==> config.mk <==
export PLATFORM = sky130hd
export DESIGN_NAME = rr_mux_4to1
export DESIGN_NICKNAME = d
export VERILOG_FILES = /design/src/rtl/rr_mux_4to1_pkg.sv /design/src/rtl/rr_mux_4to1_arbiter.sv /design/src/rtl/rr_mux_4to1.sv
export SDC_FILE = /design/constraint.sdc
export NUM_CORES = 1
export LEC_CHECK = 0
export CAP_MARGIN = 15
export CORE_UTILIZATION = 42
export CTS_CLUSTER_SIZE = 40
export DETAILED_ROUTE_END_ITERATION = 6
export PLACE_DENSITY = 0.85
export SLEW_MARGIN = 15
export SYNTH_ARGS = -nofsm -noshare
export SYNTH_HDL_FRONTEND = slang
export SYNTH_HIERARCHICAL = 1
export SYNTH_SLANG_ARGS = --single-unit
==> constraint.sdc <==
create_clock -name piClk -period 6 [get_ports piClk]
set_clock_uncertainty 0.2 [all_clocks]
set_input_delay 0.9 -clock piClk [delete_from_list [all_inputs] [get_ports piClk]]
set_output_delay 0.9 -clock piClk [all_outputs]
set_load 0.1 [all_outputs]
==> src/rtl/rr_mux_4to1_pkg.sv <==
// rtl/rr_mux_4to1_pkg.sv - shared constants and lane helper for the 4-to-1 round-robin merger
//
// Purpose: lane count, select width, output-stage state codes and the
//          helper that pulls one lane out of the packed lane bus.
// Ports:   none (package).

package rr_mux_4to1_pkg;

  localparam int N_LANES    = 4;
  localparam int SEL_W      = 2;

  // Widest lane the slice helper can return; callers narrow the result.
  localparam int MAX_LANE_W = 32;

  // Output stage: one register that is either empty or holds a beat.
  localparam logic [0:0] ST_EMPTY = 1'b0;
  localparam logic [0:0] ST_FULL  = 1'b1;

  // Extract lane k (lane_w bits wide) from a packed bus; the caller
  // zero-extends its bus to the fixed width and truncates the result.
  function automatic logic [MAX_LANE_W-1:0] lane_slice(
    input logic [N_LANES*MAX_LANE_W-1:0] bus,
    input logic [SEL_W-1:0]              k,
    input int                            lane_w
  );
    return MAX_LANE_W'(bus >> (int'(k) * lane_w));
  endfunction

endpackage

==> src/rtl/rr_mux_4to1_arbiter.sv <==
// rtl/rr_mux_4to1_arbiter.sv - combinational 4-way round-robin arbiter
//
// Purpose: grant the first requester found searching ptr, ptr+1, ptr+2,
//          ptr+3 (mod 4). No request means no grant.
// Ports:   req          - per-lane request
//          ptr          - lane at which the search starts
//          grant_valid  - some lane is granted
//          grant_idx    - index of the granted lane (0 when none)
//          grant_onehot - one-hot form of the grant (0 when none)

module rr_arbiter4
  import rr_mux_4to1_pkg::*;
(
  input  logic [N_LANES-1:0] req,
  input  logic [SEL_W-1:0]   ptr,
  output logic               grant_valid,
  output logic [SEL_W-1:0]   grant_idx,
  output logic [N_LANES-1:0] grant_onehot
);

  always_comb begin
    grant_valid  = 1'b0;
    grant_idx    = '0;
    grant_onehot = '0;
    // Walk from the farthest offset back to ptr so the nearest requester
    // is the last one written and therefore wins. The 2-bit add wraps.
    for (int i = N_LANES - 1; i >= 0; i--) begin
      if (req[ptr + SEL_W'(i)]) begin
        grant_valid = 1'b1;
        grant_idx   = ptr + SEL_W'(i);
      end
    end
    if (grant_valid) begin
      grant_onehot[grant_idx] = 1'b1;
    end
  end

endmodule

==> src/rtl/rr_mux_4to1.sv <==
// rtl/rr_mux_4to1.sv - round-robin 4-to-1 stream merger with registered output
//
// Purpose: merge four valid/ready lanes into one registered stream,
//          tagging each beat with the lane it came from.
// Ports:   piClk    - clock
//          piRst_n  - asynchronous active-low reset
//          piE      - packed lane data, lane k at [k*DATA_W +: DATA_W]
//          piValid  - per-lane valid
//          poReady  - per-lane ready (combinational)
//          poData   - registered output data
//          poSel    - lane index that supplied poData
//          poValid  - output beat present
//          piReady  - consumer ready

module rr_mux_4to1
  import rr_mux_4to1_pkg::*;
#(
  parameter int DATA_W = 4
) (
  input  logic                  piClk,
  input  logic                  piRst_n,
  input  logic [4*DATA_W-1:0]   piE,
  input  logic [N_LANES-1:0]    piValid,
  output logic [N_LANES-1:0]    poReady,
  output logic [DATA_W-1:0]     poData,
  output logic [SEL_W-1:0]      poSel,
  output logic                  poValid,
  input  logic                  piReady
);

  logic [0:0]         state;
  logic [SEL_W-1:0]   ptr;
  logic               grant_valid;
  logic [SEL_W-1:0]   grant_idx;
  logic [N_LANES-1:0] grant_onehot;
  logic               load_ok;
  logic               take;

  rr_arbiter4 u_arb (
    .req          (piValid),
    .ptr          (ptr),
    .grant_valid  (grant_valid),
    .grant_idx    (grant_idx),
    .grant_onehot (grant_onehot)
  );

  assign poValid = (state == ST_FULL);

  // The stage can accept when empty or when its beat leaves this cycle.
  assign load_ok = !poValid || piReady;

  // Gating with piRst_n keeps every ready low while reset is held, even
  // though the stage looks empty then.
  assign take    = piRst_n && load_ok && grant_valid;
  assign poReady = take ? grant_onehot : '0;

  always_ff @(posedge piClk or negedge piRst_n) begin
    if (!piRst_n) begin
      state  <= ST_EMPTY;
      poData <= '0;
      poSel  <= '0;
      ptr    <= '0;
    end else if (take) begin
      // A new beat overwrites any beat drained this same cycle.
      state  <= ST_FULL;
      poData <= DATA_W'(lane_slice((N_LANES*MAX_LANE_W)'(piE), grant_idx, DATA_W));
      poSel  <= grant_idx;
      ptr    <= grant_idx + SEL_W'(1);
    end else if (piReady) begin
      // Drained with nothing to replace it; data and tag stay stale.
      state  <= ST_EMPTY;
    end
  end

endmodule

==> results.json, run 1 <==
{
  "report.final.slew_viol_count": 0,
  "clk_pin_slew_ns": 0.06,
  "period_minus_slack_ns": 3.81,
  "cts_setup_buffers": 0,
  "dieWidth_um": 42.0,
  "critical_path_class": "in2out",
  "netlist.area_leader.share": 0.335,
  "grt-ovfl-total": 0,
  "synth_top_area_cell": "dfrtp_1",
  "port_buffers": 33,
  "synthTopCellsByArea": "dfrtp_1, mux4_2, mux2_4",
  "crit_path_max_fanout": 12,
  "slew_headroom": 0.342,
  "clock_sinks": 9,
  "synthArstFlopShare": 1.00,
  "drt-vias-per-instance": 5.35,
  "cts_resized": 0,
  "dieHeight_um": 42.0,
  "synth_cell_types": 27,
  "synth_flop_cell": "dfrtp_1",
  "synthSimpleGateAreaFrac": 0.171,
  "maxCapViolations": 0,
  "start_util": 0.447,
  "ys_seq_elements": 9,
  "yosys_warnings": 6,
  "cts_inserted_buffers": 3,
  "syn_to_final_growth_pct": 52.0,
  "ioPinCount": 34,
  "p_per_area_mw_per_mm2": 524,
  "yosys.area_share.xor_xnor": 0.0130,
  "firstDrtPassIters": 4,
  "synth_top_family_by_area": "multiplexers",
  "synth_mux_area_frac": 0.288,
  "layout-drive-gt1-share": 0.227,
  "synth_edf_count": 0,
  "p_leak_nw": 0.443,
  "synth_nets": 85,
  "stdcell_count": 113,
  "first_global_vias": 567,
  "synth-compound-area-share": 0.130,
  "rsz0062_at_grt": "false",
  "fin_setup_tns_ns": 0,
  "worst_slew_pin_slew_ns": 0.984,
  "synth_fa_ha_area_frac": 0,
  "track_usage": 0.195,
  "cp-end-kind": "primary output",
  "grt_max_degree": 13,
  "ir_drop_uv": 351,
  "vias": 605,
  "cts_root_buf": "clkbuf_4",
  "min_path_type": "reg2reg",
  "cp.required_ns": 4.90,
  "cts_tree": "yes",
  "status": "finished, final reports clean",
  "htree_levels": 1,
  "synth.most_common_cell": "dfrtp_1",
  "wl_per_cell_um": 14.3,
  "syn_area_um2": 673,
  "dpl.cell_count": 109,
  "dieArea_mm2": 0.00177,
  "finalSetupViolations": 0,
  "ant_nets": 0,
  "grt_pass1_wl_um": 2520,
  "syn_inst": 62,
  "dpl.hpwl_um": 1270,
  "hold_viol_final": 0,
  "start_kind": "primary input",
  "final_nets": 121,
  "routed_wl_um": 1620,
  "yosysSeqAreaShare": 0.335,
  "gp_congestion": 0.814,
  "row_count": 14,
  "synth.avg_cell_area_um2": 10.9,
  "critPathArrivalTime_ns": 2.71,
  "drc": 0,
  "n_antenna_cell": 0,
  "fin_crit_sh": 0.635,
  "drt-initial-drc-count": 13,
  "clk_path_buf_depth": 2,
  "fmax_mhz": 263,
  "synth_common_cells": "dfrtp_1, inv_1, o21ai_0",
  "clkLatencyLatePin_ns": 0.26,
  "cts_hold_buf": 0,
  "core-area_mm2": 0.00151,
  "grt_antenna_before_repair": 0
}
## where the power goes
group          switching, mW  internal (mW)  total [mW]
Sequential            0.0290         0.0884       0.117
Clock                 0.0198         0.0255      0.0454
Combinational          0.247          0.127       0.374
Total                  0.296          0.241       0.537
## registers in the layout (all words and copies together) (netlist names)
register  flops
poValid       1
poSel         2
poData        4
ptr           2
## layout make-up
cell class                      count  area [um2]
Multi-Input combinational cell     45         405
Inverter                            5        18.8
Timing Repair Buffer               34         328
Fill cell                         116         483
Tap cell                           16        20.0
Sequential cell                     9         225
Clock buffer                        4        26.3
## metrics by stage
stage | instance area [um2] | hold slack, ns | worst slack [ns] | utilization | power [mW]
2_1_floorplan | 673 | 0.275 | 2.62 | - | 0.412
3_3_place_gp | 997 | 0.292 | 2.22 | 0.662 | 0.485
3_5_place_dp | 997 | 0.301 | 2.19 | 0.662 | 0.491
4_1_cts | 1020 | 0.315 | 2.19 | 0.679 | 0.540
5_1_grt | 1020 | 0.318 | 2.13 | 0.679 | 0.563
6_report | 1020 | 0.310 | 2.19 | 0.679 | 0.537
## routing by layer
metal / share of wire / vias to the layer above / global-route usage
met5: 0 / - / 0
met4: 0.023 / 0 / 0.0813
met3: 0.048 / 4 / 0.0517
met2: 0.54 / 19 / 0.350
met1: 0.39 / 284 / 0.216
li1: - / 298 / -
## worst paths after layout
| kind | from | endpoint | slack [ns] | depth (start not counted) |
|---|---|---|---|---|
| setup reg to reg | ptr[1] | poData[1] | 3.59 | 5 |
| setup / recovery | piValid[1] | poReady[0] | 2.19 | 7 |
| min in group asynchronous | piRst_n | poData[3] | 0.75 | 1 |
| max in group asynchronous | piRst_n | poSel[1] | 4.55 | 1 |
| hold reg to reg | poData[0] | poData[0] | 0.31 | 1 |
| hold / removal | poData[0] | poData[0] | 0.31 | 1 |
## critical path: stages
cell and delay, ns:
clkdlybuf4s50_1 0.52, or4_1 0.55, nand2_1 0.09, a21oi_1 0.06, buf_4 0.19, and2_1 0.17, buf_4 0.23
## cell usage in the layout, fill, tap and decap left out, drive strengths merged
cell type | netlist | routed
nor2b | 3 | 3
o21ai | 5 | 5
xor2 | 1 | 1
nor3b | 1 | 1
o31a | 2 | 2
and3 | 1 | 1
mux4 | 4 | 4
clkbuf | 0 | 4
nor2 | 4 | 4
o22a | 1 | 1
clkdlybuf4s50 | 0 | 29
or4 | 1 | 1
o221a | 1 | 1
nand2b | 1 | 1
a21oi | 3 | 3
nor3 | 3 | 3
buf | 3 | 5
and2 | 4 | 4
mux2 | 7 | 7
o311a | 1 | 1
mux2i | 1 | 1
dfrtp | 9 | 9
nand2 | 1 | 1
inv | 5 | 5
## kinds of logic after synthesis
kind of cell	Yosys count
xor+xnor	1
compound gates	13
buf+inv	8
mux	12
flops	9
simple gates	19
Note: power is estimated with default switching activity, not from simulation.
==> run 2, diff against run 1 <==
Settings changed: CORE_UTILIZATION 42 to 39, PLACE_DENSITY 0.85 to 0.8.
Clock period 6 ns to 3.6 ns, I/O delays scaled along.
==> run 2 against run 1 <==
  * The run now ends with DRC left
  * Critical endpoint is now poReady[1]
  * Hold slack got worse by 0.0028 ns
  * Cell count is 0.88% higher
  * Register-to-register slack got worse by 2.4 ns
  * Clock power increased by 69%
  * Critical path depth shrank 1
==> results.json, run 2 (synthesis results as in run 1) <==
{
  "final_nets": 122,
  "layout-drive-gt1-share": 0.235,
  "grt_max_degree": 11,
  "n_antenna_cell": 0,
  "dpl.hpwl_um": 1310,
  "p_per_area_mw_per_mm2": 840,
  "clk_path_buf_depth": 2,
  "crit_path_max_fanout": 8,
  "grt_pass1_wl_um": 2680,
  "min_path_type": "reg2reg",
  "htree_levels": 1,
  "top_regs": "poData: 4 flops, poSel: 2 flops, ptr: 2 flops",
  "min-delay-start": "poSel[1]",
  "cts_resized": 0,
  "drt-vias-per-instance": 5.54,
  "reg2reg_from": "ptr[1]",
  "firstDrtPassIters": 6,
  "dieWidth_um": 43.5,
  "grt_antenna_before_repair": 0,
  "cts_hold_buf": 0,
  "ioPinCount": 34,
  "crit_path_start": "piValid[0]",
  "dieHeight_um": 43.5,
  "cts_setup_buffers": 0,
  "slew_headroom": 0.345,
  "finalSetupViolations": 0,
  "wl_per_cell_um": 14.2,
  "track_usage": 0.190,
  "ff_latch_area_um2": 225,
  "fmax_mhz": 341,
  "maxCapViolations": 0,
  "largest_reg_flops": 4,
  "drt-initial-drc-count": 20,
  "hold_viol_final": 0,
  "clkLatencyLatePin_ns": 0.26,
  "syn_to_final_growth_pct": 60.6,
  "cts_inserted_buffers": 3,
  "row_count": 14,
  "ant_nets": 0,
  "cp.required_ns": 2.86,
  "p_leak_nw": 0.459,
  "start_util": 0.432,
  "grt-ovfl-total": 0,
  "period_minus_slack_ns": 2.93,
  "cts_tree": "yes",
  "drc": 2,
  "critPathArrivalTime_ns": 2.19,
  "report.final.slew_viol_count": 0,
  "core-area_mm2": 0.00156,
  "cp-end-kind": "primary output",
  "fin_setup_tns_ns": 0,
  "layout_commonest_cell": "clkdlybuf4s50_1",
  "clock_sinks": 9,
  "worst_slew_pin_slew_ns": 0.979,
  "port_buffers": 33,
  "dp_worst_setup_slack_ns": 0.557,
  "fillerInstances": 113,
  "violations": "DRC",
  "start_kind": "primary input",
  "rsz0062_at_grt": "false",
  "fin_crit_sh": 0.813,
  "vias": 632,
  "clk_pin_slew_ns": 0.06,
  "dieArea_mm2": 0.00190,
  "top_register": "poData",
  "status": "complete, but fails checks",
  "layout_common_cells": "clkdlybuf4s50_1, dfrtp_1, inv_1, o21ai_0",
  "fin_util": 0.693,
  "ir_drop_uv": 505,
  "cts_root_buf": "clkbuf_4",
  "multiInputGateArea_um2": 405,
  "critical_path_class": "in2out",
  "first_global_vias": 585,
  "routed_wl_um": 1610,
  "finalPower_mw": 0.908,
  "setup_ws_ns": 0.671,
  "gp_congestion": 0.883
}
## run 2: cell count changes in the layout (fill, tap and decap cells not counted)
cell,delta
buf_4,-3
buf_12,+4
## run 2: where the power goes
group | switching [mW] | total [mW] | internal [mW]
clock | 0.0342 | 0.0768 | 0.0426
combinational | 0.408 | 0.632 | 0.224
sequential | 0.0512 | 0.199 | 0.147
total | 0.494 | 0.908 | 0.414
## run 2: area by class of cell
cell class                 instances  area share
multi-input combinational         45       0.375
timing repair buffer              35       0.356
sequential                         9       0.208
clock buffer                       4      0.0243
tap                               16      0.0185
inverter                           5      0.0174
## run 2: routing by layer
layer  vias up  wire length (um)  global-route usage
met5         -                 0                   0
met4         0                25              0.0500
met3         4                44              0.0542
met2        18               888               0.310
met1       311               655               0.245
li1        299                 -                   -
## run 2: worst max-delay path, stage by stage
cell and delay [ns]:
clkdlybuf4s50_1 0.54, or4_1 0.55, nand2_1 0.09, a21oi_1 0.08
and2_1 0.21, buf_12 0.17
## run 2: per-stage QoR
stage,instances,hold WS [ns],area (um2)
3_5_place_dp,110,0.297,1050
5_1_grt,114,0.319,1080
2_1_floorplan,62,0.0444,673
6_report,114,0.307,1080
4_1_cts,114,0.311,1080
3_3_place_gp,110,0.294,1050
## run 2: final timing paths
path	slack [ns]	cells past startpoint	to
worst max register to register	1.16	5	poData[3]
worst min-delay path	0.31	1	poSel[1]
worst max-delay path	0.67	6	poReady[1]
worst min register to register	0.31	1	poSel[1]
max in group asynchronous	2.66	2	poSel[1]
min in group asynchronous	0.41	2	poValid
==> run 3, diff against run 2 <==
Clock period 3.6 ns to 2.7 ns, I/O delays scaled along.
==> run 3 against run 2 <==
  * The run now ends clean
  * Sequential cell count did not move
  * First-iteration DRC count fell by 10%
  * Power rose by 35%
  * Critical endpoint is now poReady[0]
  * Cell count rose by 7.0%
  * Combinational power rose by 36%
  * Routed wire length rose by 14%
  * Critical path depth rose by 1
  * Core utilization rose by 3.2 points
==> results.json, run 3 (synthesis results as in run 1) <==
{
  "status": "finished, final reports clean",
  "drt-initial-drc-count": 18,
  "start_util": 0.432,
  "top_regs": "poData: 4 flops, poSel: 2 flops, ptr: 2 flops",
  "fin_crit_sh": 0.976,
  "clk_pin_slew_ns": 0.07,
  "dieHeight_um": 43.5,
  "grt_antenna_before_repair": 0,
  "ioPinCount": 34,
  "layout_common_cells": "clkdlybuf4s50_1, buf_4, dfrtp_1",
  "crit_slowest_cell": "clkdlybuf4s50_1",
  "start_kind": "primary input",
  "clkLatencyLatePin_ns": 0.27,
  "min_path_type": "in2async",
  "clock_sinks": 9,
  "report.final.slew_viol_count": 0,
  "rsz0062_at_grt": "true",
  "crit_path_max_fanout": 5,
  "track_usage": 0.215,
  "finalSetupViolations": 0,
  "htree_levels": 1,
  "hold_viol_final": 0,
  "vias": 640,
  "layout-drive-gt1-share": 0.396,
  "clk_path_buf_depth": 2,
  "cp.required_ns": 2.10,
  "critPathArrivalTime_ns": 2.03,
  "syn_to_final_growth_pct": 68.0,
  "dpl.cell_count": 118,
  "critical_path_buf_inv_count": 3,
  "period_minus_slack_ns": 2.64,
  "stdcell_count": 122,
  "cpPeakStageDelay_ns": 0.45,
  "cts_root_buf": "clkbuf_4",
  "first_global_vias": 653,
  "core-area_mm2": 0.00156,
  "grt_max_degree": 11,
  "critical_path_class": "in2out",
  "dieArea_mm2": 0.00190,
  "fillerInstances": 116,
  "layout_commonest_cell": "clkdlybuf4s50_1",
  "cp-end-kind": "primary output",
  "port_buffers": 33,
  "gp_congestion": 0.897,
  "drc": 0,
  "p_leak_nw": 0.517,
  "largest_reg_flops": 4,
  "fin_setup_tns_ns": 0,
  "ff_latch_area_um2": 225,
  "ir_drop_uv": 892,
  "cts_tree": "yes",
  "multiInputGateArea_um2": 410,
  "maxCapViolations": 0,
  "n_antenna_cell": 0,
  "fmax_mhz": 379,
  "worst_slew_pin_slew_ns": 0.345,
  "slew_headroom": 0.770,
  "wl_per_cell_um": 15.1,
  "grt_pass1_wl_um": 2880,
  "drt-vias-per-instance": 5.25,
  "routed_wl_um": 1840,
  "dieWidth_um": 43.5,
  "cts_inserted_buffers": 3,
  "ant_nets": 0,
  "placed_cell_area_mm2": 0.00110,
  "grt-ovfl-total": 0,
  "cpLargestDelayFamily": "buffers and inverters",
  "cp_cell_sequence": "clkdlybuf4s50_1, buf_4, or4_1, nand2_1, a21oi_1, and2_2, buf_12",
  "firstDrtPassIters": 4,
  "final_nets": 130,
  "stdcell_area_mm2": 0.00113,
  "row_count": 14,
  "cts_setup_buffers": 0,
  "top_register": "poData",
  "dpl.hpwl_um": 1520,
  "p_per_area_mw_per_mm2": 1090
}
run 3: cell count changes in the layout (fill, tap and decap cells not counted):
cell	change
buf_4	+15
dlymetal6s2s_1	+1
clkdlybuf4s50_1	-8
and2_2	+4
and2_1	-4
run 3: area by class of cell:
cell class                 instances  area share
timing repair buffer              43       0.381
multi-input combinational         45       0.363
sequential                         9       0.199
clock buffer                       4      0.0232
tap                               16      0.0177
inverter                           5      0.0166
run 3: timing repair:
action                     4_1_cts  5_1_grt
gates resized for setup          0        1
setup endpoints to repair        0        4
hold buffers                     0        0
run 3: metal layers:
| layer | up-vias | part of all wire | global-route usage |
|---|---|---|---|
| li1 | 318 | - | - |
| met1 | 296 | 0.39 | 0.251 |
| met2 | 20 | 0.55 | 0.361 |
| met3 | 6 | 0.032 | 0.0667 |
| met4 | 0 | 0.029 | 0.0938 |
| met5 | - | 0 | 0 |
run 3: through the flow:
step	utilization	setup WS [ns]	hold WS [ns]	power, mW
2_1_floorplan	-	0.251	-0.0906	0.917
3_3_place_gp	0.707	-0.0122	0.295	1.11
3_5_place_dp	0.707	-0.0612	0.301	1.13
4_1_cts	0.724	0.0212	0.262	1.24
5_1_grt	0.726	-0.0340	0.280	1.28
6_report	0.726	0.0636	0.257	1.23
run 3: power breakdown:
| part | switching [mW] | internal (mW) | total (mW) |
|---|---|---|---|
| combinational | 0.553 | 0.306 | 0.859 |
| sequential | 0.0669 | 0.197 | 0.263 |
| clock | 0.0489 | 0.0570 | 0.106 |
run 3: path summary, 6_finish.rpt:
| kind | from | depth (start not counted) | slack, ns | to |
|---|---|---|---|---|
| min in group piClk | poData[2] | 1 | 0.32 | poData[2] |
| max reg2reg | ptr[1] | 5 | 0.39 | poData[1] |
| min reg2reg | poData[2] | 1 | 0.32 | poData[2] |
| min | piRst_n | 2 | 0.26 | poValid |
| max in group asynchronous | piRst_n | 2 | 1.90 | ptr[1] |
| max | piValid[2] | 7 | 0.06 | poReady[0] |
